$ cat src/rtl/axi_lite_wr_arbiter.sv
// Round-robin scheduler sharing one AXI4-Lite write path (AW/W/B) between NUM_REQ requesters.
// Optional watchdog/drain behaviour is enabled with `define AXI_LITE_WR_ARB_TIMEOUT_EN.
module axi_lite_wr_arbiter #(
    parameter int NUM_REQ        = 2,
    parameter int ADDR_WIDTH     = 4,
    parameter int TIMEOUT_CYCLES = 256,
    localparam int ID_W          = (NUM_REQ > 2) ? $clog2(NUM_REQ) : 1
) (
    input  logic                       aclk,
    input  logic                       areset,
    input  logic [NUM_REQ-1:0]         req_valid,
    input  logic [NUM_REQ*ADDR_WIDTH-1:0] req_addr,
    input  logic [NUM_REQ*32-1:0]      req_data,
    input  logic [NUM_REQ*4-1:0]       req_strb,
    output logic [NUM_REQ-1:0]         req_ready,
    output logic [NUM_REQ-1:0]         req_done,
    output logic [1:0]                 req_resp,
    output logic                       busy,
    output logic [ID_W-1:0]            grant_id,
    output logic                       timeout_err,
    output logic [ADDR_WIDTH-1:0]      m_axi_awaddr,
    output logic [2:0]                 m_axi_awprot,
    output logic                       m_axi_awvalid,
    input  logic                       m_axi_awready,
    output logic [31:0]                m_axi_wdata,
    output logic [3:0]                 m_axi_wstrb,
    output logic                       m_axi_wvalid,
    input  logic                       m_axi_wready,
    input  logic [1:0]                 m_axi_bresp,
    input  logic                       m_axi_bvalid,
    output logic                       m_axi_bready
);

    localparam logic [1:0] S_IDLE = 2'd0;
    localparam logic [1:0] S_ADDR = 2'd1;
    localparam logic [1:0] S_RESP = 2'd2;
`ifdef AXI_LITE_WR_ARB_TIMEOUT_EN
    localparam logic [1:0] S_DRAIN = 2'd3;
    localparam int CNT_W = $clog2(TIMEOUT_CYCLES + 1);
`endif

    if (NUM_REQ < 2 || NUM_REQ > 8 || TIMEOUT_CYCLES < 2) begin : g_bad_param
        $error("axi_lite_wr_arbiter: unsupported parameter value");
    end

    logic [1:0]            state_q, state_d;
    logic [ID_W-1:0]       ptr_q, ptr_d;
    logic [ID_W-1:0]       grant_q, grant_d;
    logic [ADDR_WIDTH-1:0] awaddr_q, awaddr_d;
    logic [31:0]           wdata_q, wdata_d;
    logic [3:0]            wstrb_q, wstrb_d;
    logic                  awvalid_q, awvalid_d;
    logic                  wvalid_q, wvalid_d;
    logic                  bready_q, bready_d;
    logic [NUM_REQ-1:0]    ready_q, ready_d;
    logic [NUM_REQ-1:0]    done_q, done_d;
    logic [1:0]            resp_q, resp_d;
    logic                  busy_q, busy_d;
`ifdef AXI_LITE_WR_ARB_TIMEOUT_EN
    logic [CNT_W-1:0]      cnt_q, cnt_d;
    logic                  err_q, err_d;
`endif

    logic                  pick_any;
    logic [ID_W-1:0]       pick_id;
    int unsigned           cand;

    // First requesting index after the last grant, wrapping modulo NUM_REQ.
    always_comb begin
        pick_any = 1'b0;
        pick_id  = '0;
        cand     = 0;
        for (int unsigned k = 1; k <= NUM_REQ; k++) begin
            cand = 32'(ptr_q) + k;
            if (cand >= 32'(NUM_REQ)) cand = cand - 32'(NUM_REQ);
            if (!pick_any && req_valid[ID_W'(cand)]) begin
                pick_any = 1'b1;
                pick_id  = ID_W'(cand);
            end
        end
    end

    always_comb begin
        state_d   = state_q;
        ptr_d     = ptr_q;
        grant_d   = grant_q;
        awaddr_d  = awaddr_q;
        wdata_d   = wdata_q;
        wstrb_d   = wstrb_q;
        awvalid_d = awvalid_q;
        wvalid_d  = wvalid_q;
        bready_d  = bready_q;
        ready_d   = '0;
        done_d    = '0;
        resp_d    = resp_q;
`ifdef AXI_LITE_WR_ARB_TIMEOUT_EN
        cnt_d     = cnt_q;
        err_d     = err_q;
`endif
        case (state_q)
            S_IDLE: begin
                if (pick_any) begin
                    ptr_d            = pick_id;
                    grant_d          = pick_id;
                    awaddr_d         = req_addr[pick_id*ADDR_WIDTH +: ADDR_WIDTH];
                    wdata_d          = req_data[pick_id*32 +: 32];
                    wstrb_d          = req_strb[pick_id*4 +: 4];
                    awvalid_d        = 1'b1;
                    wvalid_d         = 1'b1;
                    ready_d[pick_id] = 1'b1;
                    state_d          = S_ADDR;
`ifdef AXI_LITE_WR_ARB_TIMEOUT_EN
                    cnt_d            = '0;
`endif
                end
            end
            S_ADDR: begin
                if (awvalid_q && m_axi_awready) awvalid_d = 1'b0;
                if (wvalid_q && m_axi_wready)   wvalid_d  = 1'b0;
                if (!awvalid_d && !wvalid_d) begin
                    bready_d = 1'b1;
                    state_d  = S_RESP;
                end
            end
            S_RESP: begin
                if (m_axi_bvalid) begin
                    bready_d        = 1'b0;
                    done_d[grant_q] = 1'b1;
                    resp_d          = m_axi_bresp;
                    state_d         = S_IDLE;
                end
            end
`ifdef AXI_LITE_WR_ARB_TIMEOUT_EN
            S_DRAIN: begin
                if (awvalid_q && m_axi_awready) awvalid_d = 1'b0;
                if (wvalid_q && m_axi_wready)   wvalid_d  = 1'b0;
                if (bready_q && m_axi_bvalid) begin
                    bready_d = 1'b0;
                    state_d  = S_IDLE;
                end else if (!awvalid_d && !wvalid_d) begin
                    bready_d = 1'b1;
                end
            end
`endif
            default: state_d = S_IDLE;
        endcase
`ifdef AXI_LITE_WR_ARB_TIMEOUT_EN
        // A write completing on the same edge as expiry is reported normally.
        if (state_q == S_ADDR || state_q == S_RESP) begin
            cnt_d = cnt_q + CNT_W'(1);
            if (state_d != S_IDLE && cnt_q == CNT_W'(TIMEOUT_CYCLES - 1)) begin
                done_d[grant_q] = 1'b1;
                resp_d          = 2'b10;
                err_d           = 1'b1;
                state_d         = S_DRAIN;
            end
        end
`endif
        busy_d = (state_d != S_IDLE);
    end

    always_ff @(posedge aclk or posedge areset) begin
        if (areset) begin
            state_q   <= S_IDLE;
            ptr_q     <= ID_W'(NUM_REQ - 1);
            grant_q   <= '0;
            awaddr_q  <= '0;
            wdata_q   <= '0;
            wstrb_q   <= '0;
            awvalid_q <= 1'b0;
            wvalid_q  <= 1'b0;
            bready_q  <= 1'b0;
            ready_q   <= '0;
            done_q    <= '0;
            resp_q    <= '0;
            busy_q    <= 1'b0;
`ifdef AXI_LITE_WR_ARB_TIMEOUT_EN
            cnt_q     <= '0;
            err_q     <= 1'b0;
`endif
        end else begin
            state_q   <= state_d;
            ptr_q     <= ptr_d;
            grant_q   <= grant_d;
            awaddr_q  <= awaddr_d;
            wdata_q   <= wdata_d;
            wstrb_q   <= wstrb_d;
            awvalid_q <= awvalid_d;
            wvalid_q  <= wvalid_d;
            bready_q  <= bready_d;
            ready_q   <= ready_d;
            done_q    <= done_d;
            resp_q    <= resp_d;
            busy_q    <= busy_d;
`ifdef AXI_LITE_WR_ARB_TIMEOUT_EN
            cnt_q     <= cnt_d;
            err_q     <= err_d;
`endif
        end
    end

    assign req_ready     = ready_q;
    assign req_done      = done_q;
    assign req_resp      = resp_q;
    assign busy          = busy_q;
    assign grant_id      = grant_q;
    assign m_axi_awaddr  = awaddr_q;
    assign m_axi_awprot  = 3'b000;
    assign m_axi_awvalid = awvalid_q;
    assign m_axi_wdata   = wdata_q;
    assign m_axi_wstrb   = wstrb_q;
    assign m_axi_wvalid  = wvalid_q;
    assign m_axi_bready  = bready_q;
`ifdef AXI_LITE_WR_ARB_TIMEOUT_EN
    assign timeout_err   = err_q;
`else
    assign timeout_err   = 1'b0;
`endif

endmodule
$ cat config.mk
export PLATFORM = sky130hd
export DESIGN_NAME = axi_lite_wr_arbiter
export DESIGN_NICKNAME = d
export VERILOG_FILES = /design/src/rtl/axi_lite_wr_arbiter.sv
export SDC_FILE = /design/constraint.sdc
export NUM_CORES = 1
export LEC_CHECK = 0
export CORE_ASPECT_RATIO = 0.75
export CORE_MARGIN = 3
export CORE_UTILIZATION = 30
export DETAILED_ROUTE_END_ITERATION = 10
export GPL_ROUTABILITY_DRIVEN = 0
export HOLD_SLACK_MARGIN = 0.08
export SLEW_MARGIN = 20
export SYNTH_ARGS = -nofsm -noshare
export SYNTH_HDL_FRONTEND = slang
export SYNTH_SLANG_ARGS = --single-unit
$ cat constraint.sdc
create_clock -name aclk -period 2.25 [get_ports aclk]
set_input_delay 0.5625 -clock aclk [delete_from_list [all_inputs] [get_ports aclk]]
set_output_delay 0.5625 -clock aclk [all_outputs]
set_load 0.005 [all_outputs]
==> results.md <==
* # IOs at about 140
* Count of unresolved DRC violations after routing at 0
* DP HPWL at 4870 microns
* Sequential cell area fraction in the yosys report at a little under half
* Final worst slack at between 0.3 and 0.4 ns
* Standard cell with the maximum stage delay on the critical path: clkdlybuf4s50_1
* Number of endpoints with negative hold slack in the final report at 0
* Final Max Slew Viols at 0
* Wire length after detailed routing at around 6500 microns
* Final clock skew at just under 0.005 ns
* Top cell by count, worst path: mux2_2
* Total leakage power at 2.05 nW
* CP Depth at 5
* Core region area at between 9000 and 10,000 sq um
* Netlist Area Pre-Place at 2870 sq um
* Clock Tree Buf Depth at 2
* Vias in the first global route at 2,151
* First-pass iteration count of the detailed router at 4
* Worst setup slack after placement at 0.0233 ns
* Final period demand of the worst path at roughly 1.9 ns
* Final setup violation count at 0
* Diodes inserted at 0
* Count of mapped cells out of synthesis at 180
* Largest net degree at the start of global routing at 55
* Post-synthesis average cell area at approximately 16 sq um
* Initial DRC Count at between 60 and 70
* Biggest fanout along the worst timing path at 20
* Layout cells sized above 1 at roughly a third
* R2R setup slack at roughly 0.56 ns
* Post-synth cell types at 26
* Floorplan die height at slightly above 90 microns
* Highest achievable clock rate at about 520 MHz
* Post-cts resize count at 0
* Launch point of the worst reg-to-reg path: ptr_q
* DRT antenna net count at 0
* Grt ovf at 0
* Buffer count from post-CTS setup fixing at 0
* Type of element launching the critical path: primary input
* Pwr dens at around 1100 nW/um^2
* Initial Util at a little under a third
* Number of input and output port buffers inserted at 139
* Number of levels in the clock H-tree at 2
* Required time of the worst setup path at between 2 and 2.5 ns
* Number of placement rows at 30
* Area of the die at between 10,000 and 15,000 sq um
* Total negative slack at 0 ns
* Setup repair after global routing missed its margin: no
* Number of buffers added by the clock tree synthesis step at 5
* Kind of cell adding the most delay to the critical path: buffers and inverters
* Number of enable-type register cells in the synthesized netlist at 0
* Most frequently used flop master after synthesis: dfrtp_1
* Drt via density at 4.23
* Hold buffer count at CTS at 0
* Worst setup path class: primary input to register
* Period Utilization, post-route at a little under nine tenths
* Outcome: finished, final reports clean
* Ordered cell list for the critical path: clkdlybuf4s50_1, a21bo_2, buf_12, mux2_2, mux2_2
* MaxCap Viol Count at 0
* Critical Path Max Stage Delay at approximately 0.48 ns
* Horiz. Die Dim at around 120 microns
* Overall routing resource usage at ~12%
* Total vias in the final route at between 1,500 and 2,000
* Clk slew on worst S/H paths at approximately 0.070 ns
* CP Capture Point: m_axi_wstrb[0]
* Final #Nets at around 410
* Post-DR wirelength/cell at between 10 and 15 microns
* Crit path capture type: register
* Yosys warnings at 0
* Arrival time reported for the critical path endpoint at about 2.1 ns
* Proportion of register bits with asynchronous set or reset after synthesis at between 90% and 100%
* Number of buffer and inverter instances along the worst setup path at 2
* Finished Core Util at around half
* TritonCTS clock tree: done
* Worst skew pair latency at ~0.28 ns
* Cell chosen for the clock root: clkbuf_16
* Crit Reg-Reg Endpoint: m_axi_wstrb[0]
* Antenna violations before repair at 0
* Kind of path behind the tightest hold check: register to register
* Peak supply drop at between 0.4 and 0.5 mV
* Num Clock Sinks at 54
* Number of cells traversed by the worst register-to-register path at 4
* Wire length of the first global-routing pass at 10,800 microns
* Launch point of the critical path: req_valid[0]
* Register bit count reported by yosys at 54
* Area delta synth->final at 59.0%
## kinds of logic after synthesis
group	count (synthesis)	synth area share, %
AOI/OAI and AO/OA	14	3.05
muxes	82	42.1
buffers and inverters	17	5.62
other	1	0.130
and+or+nand+nor	12	2.09
DFF	54	47.1
## final cells by class
cell class,count,area (sq um)
Sequential cell,54,1350
Tap cell,128,160
Inverter,4,15.0
Multi-Input combinational cell,112,1370
Timing Repair Buffer,148,1520
Clock buffer,7,143
Clock inverter,1,5.00
Fill cell,805,4630
## worst register-to-register path, cell delays in order, from the launching register on
cell     delay, ns
dfstp_2       0.55
a21bo_2       0.21
buf_12        0.22
mux2_2        0.35
mux2_2        0.26
## cells in the mapped netlist (all sizes together) (3+ instances only)
cell type | count | share of area [%]
o21ai | 7 | 1.2
dfrtp | 53 | 46
mux2 | 82 | 42
buf | 13 | 5.1
inv | 4 | 0.52
nand2 | 3 | 0.39
nor2 | 3 | 0.39
## placed cells by master (no fill, tap or decap), types with 3 or more instances in the layout
cell / n
clkdlybuf4s50_1: 139
nor2_1: 3
buf_4: 4
clkbuf_16: 5
buf_12: 5
mux2_4: 76
dfrtp_1: 53
inv_1: 3
nand2_1: 3
conb_1: 4
o21ai_0: 7
mux2_2: 6
## worst min path at each step
stage	start	cells past startpoint	slack, ns	end
after CTS	grant_id	1	0.49	req_done[0]
after global placement	req_resp[1]	1	0.49	req_resp[1]
after global routing	m_axi_wdata[12]	1	0.52	m_axi_wdata[12]
after floorplan	grant_id	1	0.47	req_done[0]
after detailed placement	grant_id	1	0.48	req_done[0]
final	grant_id	1	0.48	req_done[0]
## registers in the layout, summed over array words and instances, names as in the netlist
register / count
busy: 1
grant_id: 1
m_axi_awaddr: 4
m_axi_awvalid: 1
m_axi_bready: 1
m_axi_wdata: 32
m_axi_wstrb: 4
m_axi_wvalid: 1
ptr_q: 1
req_done: 2
req_ready: 2
req_resp: 2
state_q: 2
## power by group
| part | internal [mW] | total (mW) | leakage [nW] | switching [mW] |
|---|---|---|---|---|
| Sequential | 1.46 | 1.74 | 0.636 | 0.280 |
| Clock | 0.442 | 0.757 | 0.0739 | 0.316 |
| Combinational | 1.88 | 2.65 | 1.34 | 0.778 |
| Total | 3.77 | 5.15 | 2.05 | 1.37 |
## through the flow
stage / cells / instance area, sq um / total power [mW] / hold slack [ns]
floorplan: 183 / 2890 / 3.13 / 0.466
global placement: 446 / 4420 / 4.42 / 0.488
detailed placement: 446 / 4420 / 4.44 / 0.480
CTS: 454 / 4570 / 5.25 / 0.493
global route: 454 / 4570 / 5.48 / 0.516
finish: 454 / 4570 / 5.15 / 0.482
## per-layer routing
metal	GRT usage, %	vias to the layer above	part of all wire [%]
li1	-	919	-
met2	19.3	82	46
met3	4.82	2	8.8
met1	16.2	918	45
met5	0	-	0
met4	1.74	0	0.18
Note: power is estimated with default switching activity, not from simulation.
